$ cat config.mk
export PLATFORM = sky130hd
export DESIGN_NAME = rr_lock_arbiter_flat
export DESIGN_NICKNAME = d
export VERILOG_FILES = /design/src/rtl/rr_lock_arbiter_if.sv /design/src/rtl/rr_lock_arbiter.sv /design/src/flat_wrapper.sv
export SDC_FILE = /design/constraint.sdc
export NUM_CORES = 1
export LEC_CHECK = 0
export BUFFER_PORTS_ARGS = -buffer_cell sky130_fd_sc_hd__buf_4
export CORE_MARGIN = 1
export CORE_UTILIZATION = 52
export CTS_CLUSTER_DIAMETER = 120
export DETAILED_ROUTE_END_ITERATION = 8
export GPL_TIMING_DRIVEN = 0
export PLACE_DENSITY_LB_ADDON = 0.05
export SYNTH_ARGS = -nofsm -noshare
export SYNTH_HDL_FRONTEND = slang
export SYNTH_SLANG_ARGS = --single-unit
$ cat constraint.sdc
create_clock -name clk -period 2.57 [get_ports clk]
set_input_delay 0.6425 -clock clk [delete_from_list [all_inputs] [get_ports clk]]
set_output_delay 0.6425 -clock clk [all_outputs]
set_load 0.1 [all_outputs]
$ cat src/rtl/rr_lock_arbiter_if.sv
// -----------------------------------------------------------------------------
// rr_lock_arbiter_if
//   Request/grant bundle between the per-app requesters and the round-robin
//   lock arbiter.
//
//   req          requester -> arbiter  one level-sensitive request per app
//   beat_fire    downstream -> arbiter downstream accepted a beat (valid&ready)
//   beat_last    downstream -> arbiter accepted beat is the transfer's last
//   grant        arbiter -> encoder    registered one-hot grant, zero when idle
//   grant_valid  arbiter -> encoder    registered, equals |grant
//
//   master : requester/downstream side (drives req and beat qualifiers)
//   slave  : arbiter side (drives grant and grant_valid)
// -----------------------------------------------------------------------------
interface rr_lock_arbiter_if #(
  parameter int NUM_REQ = 4
);
  logic [NUM_REQ-1:0] req;
  logic               beat_fire;
  logic               beat_last;
  logic [NUM_REQ-1:0] grant;
  logic               grant_valid;

  modport master (
    output req, beat_fire, beat_last,
    input  grant, grant_valid
  );

  modport slave (
    input  req, beat_fire, beat_last,
    output grant, grant_valid
  );
endinterface

$ cat src/rtl/rr_lock_arbiter.sv
// -----------------------------------------------------------------------------
// rr_lock_arbiter
//   Round-robin arbiter whose registered one-hot grant feeds the
//   one-hot-to-select encoder of the shared-channel data mux. A grant is locked
//   for the whole transfer and released only when the last beat is accepted
//   downstream (beat_fire && beat_last). After release the priority pointer
//   moves one past the winner, so the winner has lowest priority next time.
//   One idle cycle separates consecutive transfers; arbitration happens there.
//
//   Parameters
//     NUM_REQ    number of requesters (1, 2, 4 or 8)
//     PTR_WIDTH  priority pointer width, max(1, log2(NUM_REQ))
//
//   Ports
//     clk   system clock, rising edge
//     rst   asynchronous, active-high reset
//     bus   rr_lock_arbiter_if.slave: req, beat_fire, beat_last in;
//           grant, grant_valid out
// -----------------------------------------------------------------------------
module rr_lock_arbiter #(
  parameter int NUM_REQ   = 4,
  parameter int PTR_WIDTH = 2
) (
  input  logic               clk,
  input  logic               rst,
  rr_lock_arbiter_if.slave   bus
);

  typedef enum logic {
    IDLE   = 1'b0,
    LOCKED = 1'b1
  } state_t;

  state_t               state_q, state_d;
  logic [NUM_REQ-1:0]   grant_q, grant_d;
  logic                 grant_valid_q;
  logic [PTR_WIDTH-1:0] ptr_q, ptr_d;
  logic [PTR_WIDTH-1:0] win_q, win_d;
  int                   pick;

  // Returns the index of the first set request found scanning ptr, ptr+1, ...
  // modulo NUM_REQ, or -1 when nothing is requesting. Scanning offsets from
  // the far end back toward ptr lets the nearest candidate overwrite the rest.
  function automatic int rr_pick(input logic [NUM_REQ-1:0]   r,
                                 input logic [PTR_WIDTH-1:0] p);
    int w;
    int cand;
    w = -1;
    for (int k = NUM_REQ - 1; k >= 0; k--) begin
      cand = (int'(p) + k) % NUM_REQ;
      if ((r & (NUM_REQ'(1) << cand)) != '0) begin
        w = cand;
      end
    end
    return w;
  endfunction

  // NOTE: every signal written here gets a default first, so no path through
  // the case leaves a value unassigned and no latch is inferred.
  always_comb begin
    state_d = state_q;
    grant_d = grant_q;
    ptr_d   = ptr_q;
    win_d   = win_q;
    pick    = rr_pick(bus.req, ptr_q);

    case (state_q)
      IDLE: begin
        // beat_fire/beat_last carry no meaning without an owner.
        if (pick >= 0) begin
          grant_d = NUM_REQ'(1) << pick;
          win_d   = PTR_WIDTH'(pick);
          state_d = LOCKED;
        end
      end
      LOCKED: begin
        // Grant is frozen regardless of req; only the accepted last beat
        // ends the transfer.
        if (bus.beat_fire && bus.beat_last) begin
          grant_d = '0;
          ptr_d   = PTR_WIDTH'((int'(win_q) + 1) % NUM_REQ);
          state_d = IDLE;
        end
      end
      default: begin
        grant_d = '0;
        state_d = IDLE;
      end
    endcase
  end

  // NOTE: only control/pointer flops live here (no storage arrays), so all of
  // them are cleared by reset to give a known IDLE state with ptr at 0.
  always_ff @(posedge clk or posedge rst) begin
    if (rst) begin
      state_q       <= IDLE;
      grant_q       <= '0;
      grant_valid_q <= 1'b0;
      ptr_q         <= '0;
      win_q         <= '0;
    end else begin
      // NOTE: non-blocking assignments so every flop samples pre-edge values.
      state_q       <= state_d;
      grant_q       <= grant_d;
      grant_valid_q <= |grant_d;
      ptr_q         <= ptr_d;
      win_q         <= win_d;
    end
  end

  assign bus.grant       = grant_q;
  assign bus.grant_valid = grant_valid_q;

endmodule

$ cat src/flat_wrapper.sv
// flat-port wrapper written by rule: the top's interface ports become plain ports
module rr_lock_arbiter_flat 
#(
  parameter int NUM_REQ   = 4,
  parameter int PTR_WIDTH = 2
)
  (clk, rst, bus_req, bus_beat_fire, bus_beat_last, bus_grant, bus_grant_valid);
  rr_lock_arbiter_if #(.NUM_REQ(NUM_REQ)) bus_i ();
  input  logic clk;
  input  logic rst;
  input wire logic [$bits(bus_i.req)-1:0] bus_req;
  input wire logic [$bits(bus_i.beat_fire)-1:0] bus_beat_fire;
  input wire logic [$bits(bus_i.beat_last)-1:0] bus_beat_last;
  output wire logic [$bits(bus_i.grant)-1:0] bus_grant;
  output wire logic [$bits(bus_i.grant_valid)-1:0] bus_grant_valid;
  assign bus_i.req = bus_req;
  assign bus_i.beat_fire = bus_beat_fire;
  assign bus_i.beat_last = bus_beat_last;
  assign bus_grant = bus_i.grant;
  assign bus_grant_valid = bus_i.grant_valid;
  rr_lock_arbiter #(.NUM_REQ(NUM_REQ), .PTR_WIDTH(PTR_WIDTH)) u_core (.clk(clk), .rst(rst), .bus(bus_i));
endmodule
==> impl_metrics.yaml, run 1 <==
synth:
  yosys.area_share.simple_pct: 11.7
  netlist_instances: 71
  synth_fa_ha_area_share_pct: 9.03
  synthTopCellsByCount: "10 x dfrtp_1, 8 x inv_1, 6 x a22oi_1"
  synth_seq_area_share_pct: 36.1
  yosysWarnings: 0
  synth.area.top_cells: "dfrtp_1 36%, ha_1 9.0%, a22oi_1 6.5%"
  synthesis.area_um2: 693
  synth_top_family_by_area: "compound AO/OA/AOI/OAI gates"
  synth_seq_cells: 10
  synth_area_per_cell_um2: 9.76
  synth_cell_types: 29
  synth_top_cell_by_area: "dfrtp_1"
  synthXorXnorAreaFrac_pct: 1.26
  synthMuxAreaShare_pct: 5.78
  synth_top_area_share_pct: 36.1
  syn_nets: 84
  synth_most_common_cell: "dfrtp_1"
  synth_edf_count: 0
  synth_compound_area_share_pct: 31.8
  synthArstFlopShare_pct: 100
  synth_ff_type: "dfrtp_1"
setup_path:
  critPathLaunchType: "flop"
  cp.required_ps: 2720
  cp.buffers_inverters: 1
  r2r-start: "u_core.ptr_q[0]"
  cp-end-kind: "flop"
  path_cells: "inv_1 > ha_1 > a22oi_2 > nand2_2 > mux2_4 > o32a_1 > mux2_4"
  crit_start: "u_core.ptr_q[0]"
  crit_end: "u_core.win_q[1]"
  r2r_slack_ps: 290
  crit_arrival_ps: 2430
  cpLargestDelayFamily: "multiplexers"
  reg2reg_to: "u_core.win_q[1]"
  worst-path-stages: 7
  slowest_stage: "dfrtp_1"
  cp_max_fo: 7
  worstRegToRegCells: 7
  cpMostUsedCell: "mux2_4"
  crit_path_max_incr_delay_ps: 480
  critical_path_class: "reg -> reg"
timing:
  fin_ws_ps: 289
  min_period_over_period_pct: 88.8
  clock_skew_ps: 6.15
  hold_viol: 0
  slew_headroom_pct: 71.1
  period_minus_slack_ps: 2280
  tightest_slew_ps: 421
  clock.fmax_ghz: 0.438
  maxSlewViolCount: 0
  rsz0062_at_grt: "false"
  finalSetupViolCount: 0
  whs_ps: 351
  finalSetupTns_ps: 0
placement:
  gp_congestion: 0.845
  portBuffers: 12
  dp_hpwl_um: 1150
  dp_slack_ps: 305
route:
  drt_first_pass_iters: 4
  drt_iter0_drc: 38
  m1WireLength_um: 710
  routed.top_layer: "met4"
  routed-wl-met2_um: 699
  drtAntennaViolNets: 0
  viasPerCell: 6.21
  wl_met3_um: 93
  drc: 0
  wl_um: 1520
  vias: 627
  wl_per_cell_um: 15.0
die:
  io_pins: 13
  die_y_um: 38.5
  num_rows: 12
  fp.dieArea_um2: 1480
  fp.coreArea_um2: 1170
  start_util_pct: 59.2
  dieWidth_um: 38.5
clock_tree:
  root_buffer: "clkbuf_4"
  cts_tree: "yes"
  cts_buffer_depth: 2
  worstSkewPairLatency_ps: 270
  htreeDepth: 1
  cts.sinks: 10
  numCtsBuffers: 3
  clk_pin_slew_ps: 70
  cts_setup_buffers: 0
global_routing:
  track_usage_pct: 25.9
  grt_pass1_vias: 576
  grt_max_degree: 11
  antenna_found_initial: 0
  grt.overflow.total: 0
  grt_pass1_wl_um: 2550
finish:
  syn_to_final_growth_pct: 22.0
  drive_gt1_share_pct: 28.7
  nets: 101
  diodes: 0
hold_path:
  hold_path.class: "in -> async"
run:
  cap_viol_max_count: 0
run_status:
  outcome: "finished clean"
[cells by family (layout without fill, tap and decap cells)]
group,Yosys count,in the layout
compound gates,29,29
fa+ha+maj,5,5
xor+xnor,1,1
flops,10,10
mux,3,3
buf+inv,8,24
simple gates,15,15
[cell type report]
class | count | area [um2]
well taps | 14 | 17.5
flip-flops and latches | 10 | 250
inverters | 8 | 30.0
multi-input cells | 53 | 422
clock buffers | 4 | 36.3
repair buffers | 12 | 90.1
fillers | 86 | 325
[registers in the layout, indices dropped and copies added, names as in the netlist]
signal and flops:
u_core.win_q 2, u_core.state_q 1, u_core.bus.grant 4, u_core.ptr_q 2
u_core.bus.grant_valid 1
[per-layer routing]
metal | up-vias | GRT usage (%)
met5 | - | 0
met4 | 0 | 8.62
met3 | 2 | 8.72
met2 | 21 | 38.8
met1 | 299 | 34.7
li1 | 305 | -
[worst min path at each step]
stage	cells after the start	slack [ps]	end
5_1_grt	2	380	u_core.bus.grant[0]
2_1_floorplan	1	470	u_core.ptr_q[0]
3_3_place_gp	1	520	u_core.ptr_q[0]
3_5_place_dp	1	520	u_core.ptr_q[0]
6_report	2	350	u_core.win_q[0]
4_1_cts	2	360	u_core.bus.grant_valid
[repair_timing]
item / in CTS / in global routing
hold buffers: 0 / 0
resized for setup: 0 / 1
endpoints found under the setup margin: 0 / 5
[layout by cell type, fill, tap and decap left out, drive strengths merged, types with 2 or more instances in the layout]
| cell | n |
|---|---|
| a22oi | 8 |
| nand2 | 7 |
| a22o | 2 |
| o211ai | 3 |
| clkbuf | 4 |
| inv | 8 |
| dfrtp | 10 |
| and2 | 2 |
| nor2 | 2 |
| buf | 12 |
| ha | 5 |
| nor4 | 2 |
| a211o | 2 |
| o22ai | 5 |
| mux2 | 2 |
| o21ai | 2 |
| a21oi | 2 |
[through the flow]
step,util (%),std cells,area [um2]
global placement,68.4,97,801
global route,72.2,101,846
finish,72.2,101,846
detailed placement,68.4,97,801
floorplan,-,71,693
CTS,71.5,101,837
Power of run 1 is left out: the tool's default activity adds up to more than one toggle a clock period on the data nets, which glitch-free logic cannot reach.
==> run 2, diff against run 1 <==
- GPL_TIMING_DRIVEN: 0 -> not set
==> impl_metrics.yaml, run 2 (synthesized netlist as in run 1, its figures left out) <==
run:
  cap_viol_max_count: 0
finish:
  drive_gt1_share_pct: 27.9
  syn_to_final_growth_pct: 18.8
  most-common-layout-cells: "12 x buf_4, 10 x dfrtp_1, 8 x inv_1, 6 x a22oi_1"
  layout_commonest_cell: "buf_4"
  fin_cells: 100
  largest_register_ffs: 4
  diodes: 0
  nets: 101
clock_tree:
  cts_buffer_depth: 2
  root_buffer: "clkbuf_4"
  cts_setup_buffers: 0
  htreeDepth: 1
  clk_pin_slew_ps: 60
  hold_buffers: 0
  cts_resized: 0
  worstSkewPairLatency_ps: 270
  numCtsBuffers: 3
  cts_tree: "yes"
  cts.sinks: 10
global_routing:
  grt.overflow.total: 0
  track_usage_pct: 23.5
  antenna_found_initial: 0
  grt_pass1_wl_um: 2310
  grt_pass1_vias: 540
  grt_max_degree: 11
die:
  fp.coreArea_um2: 1170
  num_rows: 12
  dieWidth_um: 38.5
  start_util_pct: 59.2
  fp.dieArea_um2: 1480
  io_pins: 13
  die_y_um: 38.5
placement:
  portBuffers: 12
  dp.cells: 97
  gp_congestion: 0.902
  dp_hpwl_um: 1120
  dp_slack_ps: 348
setup_path:
  crit_path_max_incr_delay_ps: 460
  critical_path_class: "reg -> reg"
  cp_max_fo: 7
  cp-end-kind: "flop"
  critPathLaunchType: "flop"
  slowest_stage: "dfrtp_1"
  path_cells: "inv_1 > ha_1 > a22oi_1 > nand2_1 > nor4_2 > nor2_1 > mux2_4"
  cp.required_ps: 2720
  cp.buffers_inverters: 1
  crit_arrival_ps: 2390
  cpLargestDelayFamily: "simple AND/OR/NAND/NOR gates"
timing:
  fin_ws_ps: 329
  finalSetupTns_ps: 0
  min_period_over_period_pct: 87.2
  rsz0062_at_grt: "false"
  maxSlewViolCount: 0
  tightest_slew_ps: 444
  period_minus_slack_ps: 2240
  hold_viol: 0
  finalSetupViolCount: 0
  clock_skew_ps: 4.73
  clock.fmax_ghz: 0.446
  slew_headroom_pct: 69.6
route:
  drt_iter0_drc: 16
  drtAntennaViolNets: 0
  drc: 0
  drt_first_pass_iters: 4
  viasPerCell: 6.35
  vias: 635
  wl_um: 1430
  wl_per_cell_um: 14.3
hold_path:
  hold_path.class: "in -> async"
run_status:
  outcome: "finished clean"
==> run 2: cell types whose count changed in the layout (fill, tap and decap cells not counted) <==
cell,before,now
clkbuf_8,1,0
nor4_2,0,1
nor4_4,1,0
==> run 2: path summary, 6_finish.rpt <==
path,startpoint,to,slack [ps],cells after the start
min in group clk,u_core.win_q[0],u_core.ptr_q[0],530,1
worst min-delay path,rst,u_core.win_q[1],350,2
worst max register to register,u_core.ptr_q[0],u_core.win_q[1],330,7
worst max-delay path,u_core.ptr_q[0],u_core.win_q[1],330,7
max in group asynchronous,rst,u_core.ptr_q[0],1950,2
worst min register to register,u_core.win_q[0],u_core.ptr_q[0],530,1
==> run 2: cell type report <==
cell class                 count  area, um2
multi-input combinational     53        413
tap                           14       17.5
sequential                    10        250
timing repair buffer          12       90.1
clock buffer                   3       22.5
inverter                       8       30.0
fill                          87        348
==> run 2: per-stage QoR <==
| step | cell area [um2] | utilization (%) | hold WS [ps] |
|---|---|---|---|
| floorplan | 693 | - | 472 |
| global placement | 801 | 68.4 | 520 |
| detailed placement | 801 | 68.4 | 524 |
| CTS | 823 | 70.3 | 357 |
| global route | 823 | 70.3 | 375 |
| finish | 823 | 70.3 | 348 |
==> run 2: metal layers <==
layer,track usage (%),part of all wire [%],wire length (um),vias to the layer above
met2,33.8,47,666,33
met1,31.1,45,638,295
met4,7.76,1.5,22,0
met3,10.5,7.3,105,4
met5,0,0,0,-
li1,-,-,-,303
Power of run 2 is left out for the same reason.
